### src/rtl/des_key_scheduler.sv
// des_key_scheduler
//   Sequential DES key schedule engine. Holds a bank of 64-bit keys and, on
//   request, streams the 16 round subkeys of the selected key through PC-2
//   over a valid/ready handshake (K1..K16 to encrypt, K16..K1 to decrypt).
//   Bit numbering follows FIPS 46-3: DES bit 1 is the MSB of every vector.
//
// Ports
//   CLK, RESET         clock, synchronous active-high reset
//   CHIP_SELECT_BAR    active-low enable; high blocks START and aborts a run
//   KEY_WR/_ADDR/_DATA key bank write port (any time, takes effect at the edge)
//   START/ADDRESS/DECRYPT  schedule request, slot and direction
//   ROUND_KEY/ROUND_NUM    current subkey and its number minus one
//   ROUND_KEY_VALID/READY  subkey handshake
//   BUSY, DONE             run in progress / one-cycle completion pulse
//   PARITY_ERROR           scheduled key contains an even-parity byte
module des_key_scheduler #(
    parameter int unsigned NUM_KEYS = 2,
    parameter int unsigned ADDR_W   = 1
) (
    input  logic              CLK,
    input  logic              RESET,
    input  logic              CHIP_SELECT_BAR,
    input  logic              KEY_WR,
    input  logic [ADDR_W-1:0] KEY_WR_ADDR,
    input  logic [64:1]       KEY_WR_DATA,
    input  logic              START,
    input  logic [ADDR_W-1:0] ADDRESS,
    input  logic              DECRYPT,
    output logic [48:1]       ROUND_KEY,
    output logic [4:1]        ROUND_NUM,
    output logic              ROUND_KEY_VALID,
    input  logic              ROUND_KEY_READY,
    output logic              BUSY,
    output logic              DONE,
    output logic              PARITY_ERROR
);

    localparam logic [64:1] SLOT1_DEFAULT = 64'h1111001010110001;

    localparam int unsigned PC1_TBL [56] = '{
        57, 49, 41, 33, 25, 17,  9,
         1, 58, 50, 42, 34, 26, 18,
        10,  2, 59, 51, 43, 35, 27,
        19, 11,  3, 60, 52, 44, 36,
        63, 55, 47, 39, 31, 23, 15,
         7, 62, 54, 46, 38, 30, 22,
        14,  6, 61, 53, 45, 37, 29,
        21, 13,  5, 28, 20, 12,  4
    };

    localparam int unsigned PC2_TBL [48] = '{
        14, 17, 11, 24,  1,  5,
         3, 28, 15,  6, 21, 10,
        23, 19, 12,  4, 26,  8,
        16,  7, 27, 20, 13,  2,
        41, 52, 31, 37, 47, 55,
        30, 40, 51, 45, 33, 48,
        44, 49, 39, 56, 34, 53,
        46, 42, 50, 36, 29, 32
    };

    typedef enum logic [1:0] {IDLE, PC1, ROUND, FINISH} state_t;

    state_t      state;
    logic [64:1] key_bank [NUM_KEYS];
    logic [64:1] run_key;
    logic        decrypt_q;
    logic [56:1] cd;
    logic        addr_ok;
    logic        start_ok;

    function automatic logic [56:1] perm_pc1(input logic [64:1] k);
        logic [56:1] r;
        r = '0;
        for (int unsigned j = 0; j < 56; j++) begin
            r[6'(56 - j)] = k[7'(65 - PC1_TBL[j])];
        end
        return r;
    endfunction

    function automatic logic [48:1] perm_pc2(input logic [56:1] v);
        logic [48:1] r;
        r = '0;
        for (int unsigned j = 0; j < 48; j++) begin
            r[6'(48 - j)] = v[6'(57 - PC2_TBL[j])];
        end
        return r;
    endfunction

    // Rounds 1, 2, 9 and 16 (zero-based 0, 1, 8, 15) shift by one, all others by two.
    function automatic logic double_shift(input logic [4:1] round0);
        return !(round0 == 4'd0 || round0 == 4'd1 || round0 == 4'd8 || round0 == 4'd15);
    endfunction

    // Left rotation moves bits toward DES bit 1, i.e. toward the MSB.
    function automatic logic [56:1] rot_left(input logic [56:1] v, input logic two);
        logic [28:1] c, d;
        c = v[56:29];
        d = v[28:1];
        if (two) return {c[26:1], c[28:27], d[26:1], d[28:27]};
        else     return {c[27:1], c[28], d[27:1], d[28]};
    endfunction

    function automatic logic [56:1] rot_right(input logic [56:1] v, input logic two);
        logic [28:1] c, d;
        c = v[56:29];
        d = v[28:1];
        if (two) return {c[2:1], c[28:3], d[2:1], d[28:3]};
        else     return {c[1], c[28:2], d[1], d[28:2]};
    endfunction

    function automatic logic has_even_byte(input logic [64:1] k);
        logic e;
        e = 1'b0;
        for (int unsigned i = 0; i < 8; i++) begin
            e = e | ~(^k[8*i+1 +: 8]);
        end
        return e;
    endfunction

    assign addr_ok  = 32'(ADDRESS) < NUM_KEYS;
    assign start_ok = START && !CHIP_SELECT_BAR && addr_ok;

    always_ff @(posedge CLK) begin
        if (RESET) begin
            for (int unsigned i = 0; i < NUM_KEYS; i++) begin
                key_bank[i] <= (i == 1) ? SLOT1_DEFAULT : '0;
            end
        end else if (KEY_WR && 32'(KEY_WR_ADDR) < NUM_KEYS) begin
            key_bank[KEY_WR_ADDR] <= KEY_WR_DATA;
        end
    end

    always_ff @(posedge CLK) begin
        if (RESET) begin
            state           <= IDLE;
            run_key         <= '0;
            decrypt_q       <= 1'b0;
            cd              <= '0;
            ROUND_KEY       <= '0;
            ROUND_NUM       <= '0;
            ROUND_KEY_VALID <= 1'b0;
            BUSY            <= 1'b0;
            DONE            <= 1'b0;
            PARITY_ERROR    <= 1'b0;
        end else begin
            case (state)
                IDLE, FINISH: begin
                    // FINISH also accepts a new START so back-to-back runs lose no cycle.
                    DONE <= 1'b0;
                    if (start_ok) begin
                        state        <= PC1;
                        BUSY         <= 1'b1;
                        run_key      <= key_bank[ADDRESS];
                        decrypt_q    <= DECRYPT;
                        PARITY_ERROR <= has_even_byte(key_bank[ADDRESS]);
                    end else begin
                        state <= IDLE;
                    end
                end
                PC1: begin
                    if (CHIP_SELECT_BAR) begin
                        state <= IDLE;
                        BUSY  <= 1'b0;
                    end else begin
                        state           <= ROUND;
                        ROUND_KEY_VALID <= 1'b1;
                        if (decrypt_q) begin
                            // C0D0 equals C16D16: the total rotation is 28.
                            cd        <= perm_pc1(run_key);
                            ROUND_KEY <= perm_pc2(perm_pc1(run_key));
                            ROUND_NUM <= 4'd15;
                        end else begin
                            cd        <= rot_left(perm_pc1(run_key), 1'b0);
                            ROUND_KEY <= perm_pc2(rot_left(perm_pc1(run_key), 1'b0));
                            ROUND_NUM <= 4'd0;
                        end
                    end
                end
                ROUND: begin
                    if (CHIP_SELECT_BAR) begin
                        state           <= IDLE;
                        BUSY            <= 1'b0;
                        ROUND_KEY_VALID <= 1'b0;
                    end else if (ROUND_KEY_READY) begin
                        if (ROUND_NUM == (decrypt_q ? 4'd0 : 4'd15)) begin
                            state           <= FINISH;
                            ROUND_KEY_VALID <= 1'b0;
                            BUSY            <= 1'b0;
                            DONE            <= 1'b1;
                        end else if (decrypt_q) begin
                            // Undo the rotation of the round just emitted.
                            cd        <= rot_right(cd, double_shift(ROUND_NUM));
                            ROUND_KEY <= perm_pc2(rot_right(cd, double_shift(ROUND_NUM)));
                            ROUND_NUM <= ROUND_NUM - 4'd1;
                        end else begin
                            cd        <= rot_left(cd, double_shift(ROUND_NUM + 4'd1));
                            ROUND_KEY <= perm_pc2(rot_left(cd, double_shift(ROUND_NUM + 4'd1)));
                            ROUND_NUM <= ROUND_NUM + 4'd1;
                        end
                    end
                end
                default: state <= IDLE;
            endcase
        end
    end

endmodule

### config.mk
export PLATFORM = sky130hd
export DESIGN_NAME = des_key_scheduler
export DESIGN_NICKNAME = d
export VERILOG_FILES = /design/src/rtl/des_key_scheduler.sv
export SDC_FILE = /design/constraint.sdc
export NUM_CORES = 1
export LEC_CHECK = 0
export BUFFER_PORTS_ARGS = -buffer_cell sky130_fd_sc_hd__buf_4
export CAP_MARGIN = 20
export CORE_ASPECT_RATIO = 1.4
export CORE_UTILIZATION = 54
export CTS_CLUSTER_DIAMETER = 50
export DETAILED_ROUTE_END_ITERATION = 6
export PLACE_DENSITY = 0.78
export SLEW_MARGIN = 0
export SYNTH_ARGS = -nofsm -noshare
export SYNTH_HDL_FRONTEND = slang
export SYNTH_SLANG_ARGS = --single-unit
### constraint.sdc
create_clock -name CLK -period 2.2 [get_ports CLK]
set_clock_uncertainty 0.05 [all_clocks]
set_input_delay 0.44 -clock CLK [delete_from_list [all_inputs] [get_ports CLK]]
set_output_delay 0.44 -clock CLK [all_outputs]
set_load 0.01 [all_outputs]
==> impl_metrics.ini <==
[run_status]
run_status = complete, no violations

[hold_path]
hold_depth = 3
worstHoldStart = DECRYPT
hold_class = input pin to flip-flop
holdPathEnd = decrypt_q$_SDFFE_PP0P_

[timing]
hold_viol = 0
setup-tns-final_ps = 0
setup_violations = 0
worstMarginPinSlew_ps = 567.1
period_share_pct = 93.16
final-max-slew-violation-count = 0
fmax_mhz = 487.9
fin_crit_ps = 2050
slew_headroom_pct = 62.19

[setup_path]
rrSetupSlack_ps = 150
critical_path_class = flip-flop to flip-flop
reg2reg_depth = 9
arrival_ps = 2450
r2r_end = ROUND_KEY[24]$_SDFFE_PP0P_
cp-end-kind = flip-flop
r2r_start = ROUND_NUM[1]$_SDFFE_PP0P_
cp.required_ps = 2600
worstPathMaxFanout = 9
start_kind = flip-flop

[logic_synthesis]
netlist_area_um2 = 13760
syn_area_per_cell_um2 = 10.42
syn-num-nets = 1401
synth_edf_count = 128
synthTopCellsByArea = edfxtp_1 (28%), dfxtp_1 (18%), mux2i_1 (13%)
yosys_warnings = 0
postSynthCellCount = 1321
synth.largest_area_cell = edfxtp_1
synth_flop_cell = edfxtp_1
synth_top_area_share_pct = 27.92
synth_cell_types = 48
ys_seq_elements = 251
async_flop_share_pct = 0
yosysSeqAreaShare_pct = 45.81

[final_layout]
area_delta_synth_final_pct = 15.64
multi_input_area_um2 = 6638
drive_gt1_share_pct = 20.72
insertedDiodeCount = 0
nets = 1469
fillers = 1951
regArea_um2 = 6314

[floorplan]
core_um2 = 24840
ioPinCount = 129
die_width_um = 136.9
die_h_um = 190.9
rows = 68
die_area_um2 = 26140
initial_core_util_pct = 55.40

[global_route]
grt_max_degree = 95
grt_pass1_wl_mm = 50.59
grt_use_total_pct = 24.58
overflow = 0
grt_pass1_vias = 9704
antenna_found_initial = 0

[clock_network]
cts_num_sinks = 251
cts_max_level = 1
tritoncts = done
holdBufCountCts = 0
clock_latency_ps = 530
ctsRootBufferMaster = clkbuf_16
path_clk_slew_ps = 60
clockBufferDepth = 3
cts-buffers-inserted = 27

[drt]
ant_nets = 0
first_iter_violations = 689
firstDrtPassIters = 5
viasPerCell = 5.824
vias = 10040
drc = 0
wl_per_cell_um = 18.65
wirelength_mm = 32.15

[run]
drv_cap = 0

[power_and_ir_drop]
power_density_nw_per_um2 = 722.1
power.leakage_nw = 5.756
p_total_mw = 11.49
ir_worst_vdd_uv = 733.7

[placement]
dp_hpwl_mm = 22.26
portBuffers = 128
routabilityCongestion = 0.8549
-- metal layers --
layer / vias up / global-route usage, % / routed length, µm
li1: 4869 / - / -
met1: 4802 / 31.37 / 13340
met2: 309 / 42.52 / 16120
met3: 61 / 3.182 / 1648
met4: 0 / 8.157 / 1036
met5: - / 0 / 0
-- cells in the final DEF, fill, tap and decap left out, types with 3 or more instances in the layout --
master,Yosys,layout
mux2i_1,185,185
buf_4,61,169
edfxtp_1,128,128
nand2_1,123,123
dfxtp_1,123,119
and2_1,119,119
nor2_1,82,79
a211oi_1,60,60
a31oi_1,56,56
xnor2_1,50,50
a221oi_2,40,43
o21ai_1,41,42
xor2_1,40,40
clkbuf_16,0,30
a21oi_1,23,22
o21ai_0,22,20
buf_12,0,20
a221oi_1,16,13
nand2b_1,12,12
inv_1,8,8
clkinv_1,0,7
ha_1,7,6
clkbuf_1,56,5
nand3_1,4,4
clkinv_2,0,4
dfxtp_2,0,3
a311oi_1,3,3
nor2_4,0,3
-- timing repair --
action | 4_1_cts | 5_1_grt
hold endpoints to repair | 0 | 0
gates resized for setup | 0 | 12
setup endpoints to repair | 0 | 40
buffers inserted | 0 | 3
-- power breakdown --
group	switching, mW	internal [mW]	leakage [nW]
Combinational	0.911	0.815	3.08
Sequential	0.278	5.25	2.27
Clock	1.85	2.39	0.404
Total	3.04	8.46	5.76
-- how the worst max path moves through the flow --
stage	startpoint	to	slack, ps	cells past startpoint
floorplan	RESET	key_bank[0][0]$_SDFFCE_PN0P_	90	4
global placement	ADDRESS	PARITY_ERROR$_SDFFE_PP0P_	70	9
detailed placement	ADDRESS	PARITY_ERROR$_SDFFE_PP0P_	-60	9
CTS	ROUND_NUM[2]$_SDFFE_PP0P_	ROUND_KEY[16]$_SDFFE_PP0P_	50	9
global route	ROUND_NUM[1]$_SDFFE_PP0P_	ROUND_KEY[27]$_SDFFE_PP0P_	-20	9
finish	ROUND_NUM[1]$_SDFFE_PP0P_	ROUND_KEY[24]$_SDFFE_PP0P_	150	9
-- Yosys cell counts, drive strengths merged (24+ instances only) --
master  count
edfxtp    128
a221oi     56
buf        97
nand2     123
and2      119
mux2i     185
a31oi      56
a211oi     60
a21oi      24
clkbuf     56
xnor2      50
o21ai      63
xor2       40
nor2       82
dfxtp     123
-- area by class of cell --
class                      count  share of cell area, %
inverter                       9                 0.2122
clock inverter                15                 0.4873
sequential                   251                  39.66
tap                          315                  2.476
clock buffer                  34                  4.677
timing repair buffer         192                  10.78
multi-input combinational    908                  41.70
-- sequential cells by signal, indices dropped and copies added (netlist names) --
register         cells
key_bank           128
run_key             56
ROUND_KEY           47
cd                   9
ROUND_NUM            4
state                2
BUSY                 1
DONE                 1
PARITY_ERROR         1
ROUND_KEY_VALID      1
decrypt_q            1
-- through the flow --
stage	worst slack [ps]	area (µm²)	instances	util (%)	hold WS (ps)
2_1_floorplan	91.37	13770	1321	-	432.1
3_3_place_gp	73.58	15000	1671	60.39	415.5
3_5_place_dp	-59.18	15000	1671	60.39	423.1
4_1_cts	45.61	15830	1720	63.70	100.8
5_1_grt	-18.11	15920	1724	64.07	116.3
6_report	150.5	15920	1724	64.07	113.5
-- critical path: stages (launching register included) --
cell and delay, ps:
dfxtp_2 350, inv_1 90, ha_1 250, a21oi_2 130, o21a_4 260, buf_12 170, mux2i_1 90, a221oi_2 280
o21ai_0 120, a31oi_1 180
-- cell families after synthesis --
| logic type | synth area share (%) |
|---|---|
| adders and majority gates | 0.6363 |
| buffers and inverters | 6.663 |
| xor gates and xnor gates | 5.727 |
| and+or+nand+nor | 12.43 |
| DFF | 45.81 |
| muxes | 13.45 |
| AOI/OAI and AO/OA | 15.28 |
No activity file was read; power rests on OpenSTA's default activity.
